### src/rtl/lcd_pkg.sv
// Shared types and constants for the LCD frame scheduler: FSM states,
// byte-writer phases and the panel command opcodes.
package lcd_pkg;

    typedef enum logic [2:0] {
        ST_INIT,
        ST_IDLE,
        ST_CMD,
        ST_PIX,
        ST_DONE
    } state_t;

    // PH_LOW is the WR=0 half of a byte write, PH_HIGH the WR=1 half.
    typedef enum logic [1:0] {
        PH_IDLE,
        PH_LOW,
        PH_HIGH
    } phase_t;

    localparam logic [7:0] CMD_CASET = 8'h2A;
    localparam logic [7:0] CMD_PASET = 8'h2B;
    localparam logic [7:0] CMD_RAMWR = 8'h2C;

    localparam logic [3:0] HDR_LEN = 4'd11;

    localparam logic DC_CMD  = 1'b0;
    localparam logic DC_DATA = 1'b1;

endpackage

### src/rtl/lcd_byte_writer.sv
// Two-cycle 8080 write generator: a load drives data/dc with WR low for one
// cycle, then WR high for one cycle, during which the next byte may be loaded.
module lcd_byte_writer
    import lcd_pkg::*;
(
    input  logic       i_clk,
    input  logic       i_res,
    input  logic       i_load,
    input  logic       i_clr,
    input  logic [7:0] i_data,
    input  logic       i_dc,
    output logic [7:0] o_data,
    output logic       o_dc,
    output logic       o_wr,
    output logic       o_busy,
    output logic       o_last
);

    phase_t     r_phase;
    logic [7:0] r_data;
    logic       r_dc;
    logic       r_wr;

    always_ff @(posedge i_clk) begin
        if (i_res) begin
            r_phase <= PH_IDLE;
            r_data  <= 8'h00;
            r_dc    <= DC_DATA;
            r_wr    <= 1'b1;
        end else if (i_load) begin
            r_phase <= PH_LOW;
            r_data  <= i_data;
            r_dc    <= i_dc;
            r_wr    <= 1'b0;
        end else begin
            r_wr <= 1'b1;
            // Clearing only returns the idle bus level; data is otherwise held.
            if (i_clr) begin
                r_data <= 8'h00;
                r_dc   <= DC_DATA;
            end
            case (r_phase)
                PH_LOW:  r_phase <= PH_HIGH;
                default: r_phase <= PH_IDLE;
            endcase
        end
    end

    assign o_data = r_data;
    assign o_dc   = r_dc;
    assign o_wr   = r_wr;
    assign o_busy = (r_phase == PH_LOW);
    assign o_last = (r_phase == PH_HIGH);

endmodule

### src/rtl/lcd_frame_sched.sv
// LCD write-bus owner: passes the init sequencer through until it finishes,
// then per frame request sends the window/RAMWR header and streams RGB565 pixels.
module lcd_frame_sched
    import lcd_pkg::*;
#(
    parameter int H_RES = 320,
    parameter int V_RES = 96,
    parameter int PIX_W = 15
) (
    input  logic        i_clk,
    input  logic        i_res,
    input  logic [7:0]  i_init_data,
    input  logic        i_init_wr,
    input  logic        i_init_dc,
    input  logic        i_init_fin,
    input  logic        i_frame_req,
    input  logic [15:0] i_pix_data,
    input  logic        i_pix_valid,
    output logic        o_pix_ready,
    output logic [7:0]  o_lcd_data,
    output logic        o_lcd_wr,
    output logic        o_lcd_dc,
    output logic        o_frame_busy,
    output logic        o_frame_done
);

    localparam logic [15:0]      COL_END  = 16'(H_RES - 1);
    localparam logic [15:0]      ROW_END  = 16'(V_RES - 1);
    localparam logic [PIX_W-1:0] LAST_PIX = PIX_W'(H_RES * V_RES - 1);
    localparam logic [PIX_W-1:0] CNT_ONE  = PIX_W'(1);

    state_t           r_state;
    state_t           w_state_next;
    logic [3:0]       r_byte_idx;
    logic [PIX_W-1:0] r_pix_cnt;
    logic [7:0]       r_pix_lo;
    logic             r_cur_hi;
    logic             r_last_pix;
    logic             r_busy;
    logic             r_done;

    logic [3:0] w_rom_idx;
    logic [7:0] w_rom_data;
    logic       w_rom_dc;
    logic       w_load;
    logic       w_clr;
    logic [7:0] w_ld_data;
    logic       w_ld_dc;
    logic       w_hdr_load;
    logic       w_lo_load;
    logic       w_ready;
    logic       w_accept;
    logic [7:0] w_wb_data;
    logic       w_wb_dc;
    logic       w_wb_wr;
    logic       w_wb_busy;
    logic       w_wb_last;

    lcd_byte_writer u_writer (
        .i_clk  (i_clk),
        .i_res  (i_res),
        .i_load (w_load),
        .i_clr  (w_clr),
        .i_data (w_ld_data),
        .i_dc   (w_ld_dc),
        .o_data (w_wb_data),
        .o_dc   (w_wb_dc),
        .o_wr   (w_wb_wr),
        .o_busy (w_wb_busy),
        .o_last (w_wb_last)
    );

    // The first header byte is issued from IDLE, before the index has advanced.
    assign w_rom_idx = (r_state == ST_IDLE) ? 4'd0 : r_byte_idx;

    always_comb begin
        w_rom_data = 8'h00;
        w_rom_dc   = DC_DATA;
        case (w_rom_idx)
            4'd0:  begin w_rom_data = CMD_CASET; w_rom_dc = DC_CMD; end
            4'd3:  w_rom_data = COL_END[15:8];
            4'd4:  w_rom_data = COL_END[7:0];
            4'd5:  begin w_rom_data = CMD_PASET; w_rom_dc = DC_CMD; end
            4'd8:  w_rom_data = ROW_END[15:8];
            4'd9:  w_rom_data = ROW_END[7:0];
            4'd10: begin w_rom_data = CMD_RAMWR; w_rom_dc = DC_CMD; end
            default: ;
        endcase
    end

    // Ready when the writer is empty or finishing a lo byte, so pixels chain at 4 cycles.
    assign w_ready  = (r_state == ST_PIX) && !r_last_pix && !w_wb_busy
                      && !(w_wb_last && r_cur_hi);
    assign w_accept = w_ready && i_pix_valid;

    always_comb begin
        w_state_next = r_state;
        w_load       = 1'b0;
        w_clr        = 1'b0;
        w_ld_data    = w_rom_data;
        w_ld_dc      = w_rom_dc;
        w_hdr_load   = 1'b0;
        w_lo_load    = 1'b0;
        case (r_state)
            ST_INIT: begin
                w_clr = 1'b1;
                if (i_init_fin) begin
                    w_state_next = ST_IDLE;
                end
            end
            ST_IDLE: begin
                if (i_frame_req) begin
                    w_load       = 1'b1;
                    w_hdr_load   = 1'b1;
                    w_state_next = ST_CMD;
                end
            end
            ST_CMD: begin
                if (w_wb_last) begin
                    if (r_byte_idx == HDR_LEN) begin
                        w_state_next = ST_PIX;
                    end else begin
                        w_load     = 1'b1;
                        w_hdr_load = 1'b1;
                    end
                end
            end
            ST_PIX: begin
                if (w_wb_last && r_cur_hi) begin
                    w_load    = 1'b1;
                    w_ld_data = r_pix_lo;
                    w_ld_dc   = DC_DATA;
                    w_lo_load = 1'b1;
                end else if (w_accept) begin
                    w_load    = 1'b1;
                    w_ld_data = i_pix_data[15:8];
                    w_ld_dc   = DC_DATA;
                end else if (w_wb_last && r_last_pix) begin
                    w_state_next = ST_DONE;
                end
            end
            ST_DONE: begin
                w_clr        = 1'b1;
                w_state_next = ST_IDLE;
            end
            default: w_state_next = ST_INIT;
        endcase
    end

    always_ff @(posedge i_clk) begin
        if (i_res) begin
            r_state    <= ST_INIT;
            r_byte_idx <= 4'd0;
            r_pix_cnt  <= '0;
            r_pix_lo   <= 8'h00;
            r_cur_hi   <= 1'b0;
            r_last_pix <= 1'b0;
            r_busy     <= 1'b0;
            r_done     <= 1'b0;
        end else begin
            r_state <= w_state_next;
            r_busy  <= (w_state_next == ST_CMD) || (w_state_next == ST_PIX);
            r_done  <= (w_state_next == ST_DONE);
            if (r_state == ST_IDLE && i_frame_req) begin
                r_byte_idx <= 4'd1;
                r_pix_cnt  <= '0;
                r_last_pix <= 1'b0;
            end else if (w_hdr_load) begin
                r_byte_idx <= r_byte_idx + 4'd1;
            end
            if (w_accept) begin
                r_pix_cnt  <= r_pix_cnt + CNT_ONE;
                r_pix_lo   <= i_pix_data[7:0];
                r_cur_hi   <= 1'b1;
                r_last_pix <= (r_pix_cnt == LAST_PIX);
            end else if (w_lo_load) begin
                r_cur_hi <= 1'b0;
            end
        end
    end

    assign o_lcd_data   = (r_state == ST_INIT) ? i_init_data : w_wb_data;
    assign o_lcd_wr     = (r_state == ST_INIT) ? i_init_wr   : w_wb_wr;
    assign o_lcd_dc     = (r_state == ST_INIT) ? i_init_dc   : w_wb_dc;
    assign o_pix_ready  = w_ready;
    assign o_frame_busy = r_busy;
    assign o_frame_done = r_done;

endmodule

### config.mk
export PLATFORM = sky130hd
export DESIGN_NAME = lcd_frame_sched
export DESIGN_NICKNAME = d
export VERILOG_FILES = /design/src/rtl/lcd_pkg.sv /design/src/rtl/lcd_byte_writer.sv /design/src/rtl/lcd_frame_sched.sv
export SDC_FILE = /design/constraint.sdc
export NUM_CORES = 1
export LEC_CHECK = 0
export CORE_ASPECT_RATIO = 0.75
export CORE_MARGIN = 4
export CORE_UTILIZATION = 47
export CTS_CLUSTER_SIZE = 10
export DETAILED_ROUTE_END_ITERATION = 16
export PLACE_DENSITY = 0.72
export SLEW_MARGIN = 20
export SYNTH_ARGS = -nofsm -noshare
export SYNTH_HDL_FRONTEND = slang
export SYNTH_SLANG_ARGS = --single-unit
### constraint.sdc
create_clock -name i_clk -period 2.1 [get_ports i_clk]
set_input_delay 0.315 -clock i_clk [delete_from_list [all_inputs] [get_ports i_clk]]
set_output_delay 0.315 -clock i_clk [all_outputs]
set_load 0.02 [all_outputs]
# ---- Word-level counts from Yosys, hierarchy flattened
# Index checks and enable logic that the tools add are counted.
dict set report totals {
  wordCells 98
  ff_bits 46
  input_bits 31
  out_inout_bits 13
}
dict set report op_classes {
  mux 45
  n_reduce_logical 21
  addsub 2
  n_eq_ne 16
}
# cell count
set op_table {}
lappend op_table {{$mux 8} 6}
lappend op_table {{$pmux 7 s6} 1}
lappend op_table {{$mux 15} 2}
lappend op_table {{$mux 1} 24}
lappend op_table {{$mux 3} 7}
lappend op_table {{$add 15x1->15 const B} 1}
lappend op_table {{$eq 15x15->1 const B} 1}
lappend op_table {{$pmux 3 s5} 1}
lappend op_table {{$eq 3x2->1 const B} 4}
lappend op_table {{$eq 4x4->1 const B} 3}
lappend op_table {{$eq 4x3->1 const B} 2}
lappend op_table {{$reduce_bool 2->1} 4}
lappend op_table {{$logic_and 1x1->1} 7}
lappend op_table {{$eq 3x3->1 const B} 2}
lappend op_table {{$reduce_or 2->1} 3}
lappend op_table {{$add 4x1->4 const B} 1}
lappend op_table {{$eq 4x2->1 const B} 1}
lappend op_table {{$logic_not 4->1} 1}
lappend op_table {{$mux 4} 1}
lappend op_table {{$eq 3x1->1 const B} 1}
lappend op_table {{$logic_not 1->1} 3}
lappend op_table {{$logic_not 3->1} 1}
lappend op_table {{$pmux 1 s3} 1}
lappend op_table {{$reduce_or 3->1} 1}
lappend op_table {{other kinds (5)} 5}

# ---- Longest topological paths before layout
dict set report depth {
  ltp_word 10
  mapped_depth 8
  mapped_depth_nobuf 6
}

# ---- By module
# From an unflattened synthesis, not the netlist that was laid out.
dict set report unflattened {
  hier_cells 303
  area_unflattened_um2 2544.9
}
# mod cells_each area_per_inst_um2 instances seq_area_each_um2
set by_module_without_submodules {}
lappend by_module_without_submodules {lcd_frame_sched 258 2097.0 1 680.7}
lappend by_module_without_submodules {lcd_byte_writer 45 447.9 1 240.2}

# ---- Least setup slack after synthesis
# No wires, ideal clock.
dict set report synth_timing {
  kind {register -> output}
  startpoint {register r_state[1]}
  endpoint {output port o_lcd_data[0]}
  slack_ns 0.118
  arrival_time_ns 1.667
  t_required_ns 1.785
  path_stages_with_launch 6
  path_buffers 2
  path_cell_list {dfxtp_1 > buf_2 > or2_2 > clkbuf_1 > nor2_2 > mux2_2}
}
dict set report synth_between {
  elab_chain_cells 2
}
# element line_no
set synth_lines {}
lappend synth_lines {{from (decl)} lcd_frame_sched.sv:32} ;# state_t r_state;
lappend synth_lines {{from (signal assigned)} lcd_frame_sched.sv:161} ;# r_state <= w_state_next;
lappend synth_lines {{$logic_not 3->1} lcd_frame_sched.sv:182} ;# assign o_lcd_data = (r_state == ST_INIT) ? i_init_data : w_wb_data;
lappend synth_lines {{$mux 8} lcd_frame_sched.sv:182}
lappend synth_lines {{to (decl)} lcd_frame_sched.sv:20} ;# output logic [7:0] o_lcd_data,
# No other way between the ends.

# ---- Worst setup path in the final report
dict set report layout_timing {
  startpoint {register r_state[1]}
  endpoint {output port o_lcd_data[1]}
}
# The elaborated chain is that of the path after synthesis.

==> metrics.json <==
{
  "run_status": {
    "run_status": "finished, final reports clean"
  },
  "setup_path": {
    "worstSetupStartpoint": "r_state[1]",
    "arrival_time_reported_for_the_critical_path_endpoint_ps": 1690,
    "critical_path.reg2reg.startpoint": "r_byte_idx[0]",
    "worst_setup_path_start_kind": "flip-flop",
    "cp_capture_type": "primary output",
    "path_class": "reg2out",
    "critical_path.max_fanout": 10,
    "required_time_reported_for_the_critical_path_endpoint_ps": 1780
  },
  "sta": {
    "finalCritPeriodShare": 0.954,
    "max_clock_freq_ghz": 0.499,
    "hold_viol": 0,
    "final-setup-viol-count": 0,
    "worst_hold_slack_ps": 464,
    "finalWorstPathRequiredPeriod_ps": 2000,
    "worst_slew_pin_slew_ps": 599,
    "timing.slew.headroom": 0.600,
    "final_total_negative_setup_slack_ps": 0,
    "worst_clock_skew_ps": 2.55,
    "maxSlewViolCount": 0,
    "unrepaired_setup_endpoints_after_global_routing": "false"
  },
  "yosys": {
    "synth.area.top_cells": "sky130_fd_sc_hd__dfxtp_1 37%, sky130_fd_sc_hd__a21oi_1 6.4%, sky130_fd_sc_hd__nand2_1 6.0%",
    "syn-mean-instance-area_um2": 8.17,
    "post_synth_edffs": 0,
    "syn_area_mm2": 0.00248,
    "synth_cell_types": 57,
    "cell_count_after_synthesis": 304,
    "synth_top_area_cell": "sky130_fd_sc_hd__dfxtp_1",
    "synthDominantCellAreaShare": 0.371,
    "ys_async_sr_fraction": 0,
    "yosys_reg_bits": 46,
    "synth_nets": 337,
    "synth-warning-count": 0,
    "post-synth-top-count-cell": "sky130_fd_sc_hd__dfxtp_1",
    "synth_top_flop_cell": "sky130_fd_sc_hd__dfxtp_1",
    "synth.yosys.seq_area_share": 0.371,
    "post_synth_most_frequent_cells": "46 x sky130_fd_sc_hd__dfxtp_1, 40 x sky130_fd_sc_hd__nand2_1, 32 x sky130_fd_sc_hd__a21oi_1"
  },
  "layout": {
    "final_util": 0.629,
    "antenna_cells": 0,
    "fin_nets": 393,
    "drive_above_1_share": 0.167,
    "area.growth.synth_to_final_pct": 26.8,
    "finish.instance_area_mm2": 0.00315
  },
  "pwr": {
    "vdd_ir_drop_max_mv": 0.269,
    "finalPower_uw": 1730,
    "leakage_power_uw": 0.00118,
    "p_per_area_mw_per_mm2": 549
  },
  "floorplan": {
    "die-height_um": 71.0,
    "initial_utilization": 0.496,
    "die_area_mm2": 0.00653,
    "floorplan.die.width_um": 92.0,
    "placeableCoreArea_mm2": 0.00501,
    "rows": 22,
    "pin_count": 44
  },
  "global_route": {
    "grt_antenna_before_repair": 0,
    "gr-usage-met2": 0.285,
    "grt_pass1_wl_um": 10300,
    "busiest_layer": "met1",
    "grt_max_degree": 44,
    "groute.usage.overall": 0.196,
    "grt_overflow_total": 0,
    "groute.layer.met1.usage": 0.289,
    "met3_usage": 0.0393,
    "number_of_global_route_vias_before_repair": 2159
  },
  "clock_network": {
    "cts_hold_repair.buffers": 0,
    "cts_sinks": 46,
    "h-tree-depth": 2,
    "cts_inserted_buffers": 5,
    "clock_tree_from_tritoncts": "built",
    "max-clock-path-buffers": 2,
    "clock_insertion_delay_worst_skew_ps": 300,
    "clockRootBuffer": "sky130_fd_sc_hd__clkbuf_8",
    "path_clk_slew_ps": 90
  },
  "drt": {
    "wl_um": 6430,
    "drc": 0,
    "detail_route.vias_per_cell": 5.49,
    "drtIter0Drc": 138,
    "vias": 2373,
    "drt_first_pass_iters": 4,
    "average_detailed_routed_wire_length_per_instance_um": 14.9,
    "drtAntennaViolNets": 0
  },
  "hold_path": {
    "hp-start": "r_pix_lo[4]",
    "hold_path_class": "reg2reg"
  },
  "placement": {
    "placed_area_mm2": 0.00312,
    "dp_hpwl_um": 4820,
    "gp_routability_congestion": 0.910,
    "io_buffers": 43
  },
  "flow_run": {
    "drv_cap": 0
  }
}
[path summary, 6_finish.rpt]
| kind | end | slack, ps | cells past startpoint |
|---|---|---|---|
| max | o_lcd_data[1] | 100 | 5 |
| min | r_pix_lo[4] | 460 | 2 |
| max reg2reg | u_writer.o_data[2] | 150 | 7 |
| min reg2reg | r_pix_lo[4] | 460 | 2 |
[through the flow]
step	worst slack [ps]	std cells
floorplan	118	304
global placement	54.7	425
detailed placement	5.59	425
CTS	13.2	432
global route	14.1	432
finish	96.7	432
[cells in the final DEF, fill, tap and decap left out, drive strengths merged, types with 4 or more instances in the layout]
cell	instances
inv	9
mux2	13
nor2	31
dfxtp	46
nand3b	4
nand2b	6
nand2	40
a21oi	32
nor3	6
o21ai	11
buf	35
clkdlybuf4s50	32
nand3	15
a31oi	4
xnor2	4
clkbuf	7
[flip-flops by register name (all words and copies together) (netlist names)]
name	cells
r_pix_cnt	15
r_pix_lo	8
u_writer.o_data	8
r_byte_idx	4
r_state	3
u_writer.r_phase	2
o_frame_busy	1
o_frame_done	1
r_cur_hi	1
r_last_pix	1
u_writer.o_dc	1
u_writer.o_wr	1
[routing by layer]
layer / share of wire / up-vias
met3: 0.066 / 9
li1: - / 1206
met2: 0.42 / 67
met4: 0.014 / 0
met5: 0 / -
met1: 0.50 / 1091
[critical path, stage by stage, from the launching register on]
cell and delay, ps:
sky130_fd_sc_hd__dfxtp_1 310, sky130_fd_sc_hd__or2_2 320, sky130_fd_sc_hd__nor2_4 110, sky130_fd_sc_hd__buf_12 130
sky130_fd_sc_hd__mux2_2 340, sky130_fd_sc_hd__buf_2 170
[repair_timing]
action,CTS,global route
endpoints found under the setup margin,11,15
buffers inserted,0,0
resized for setup,35,9
[report_power, final]
group          switching, µW  total, µW  internal (µW)
registers               7.39        892            885
logic                    152        303            151
clock network            304        535            230
total                    464       1730           1270
[area by class of cell]
class / instances / area (µm²)
timing repair buffer: 68 / 592
multi-input combinational: 230 / 1440
fill: 474 / 1860
inverter: 9 / 33.8
clock buffer: 7 / 76.3
sequential: 46 / 921
tap: 72 / 90.1
[kinds of logic (layout without fill, tap and decap cells)]
group / after synthesis / in the layout / share of synthesized area
multiplexers: 15 / 15 / 0.0670
adder cells (fa/ha/maj): 2 / 2 / 0.0101
buffers and inverters: 28 / 84 / 0.0544
AO/OA/AOI/OAI: 72 / 72 / 0.183
XOR/XNOR: 5 / 5 / 0.0176
AND/OR/NAND/NOR: 136 / 136 / 0.298
flip-flops: 46 / 46 / 0.371
No activity file was read; power rests on OpenSTA's default activity.
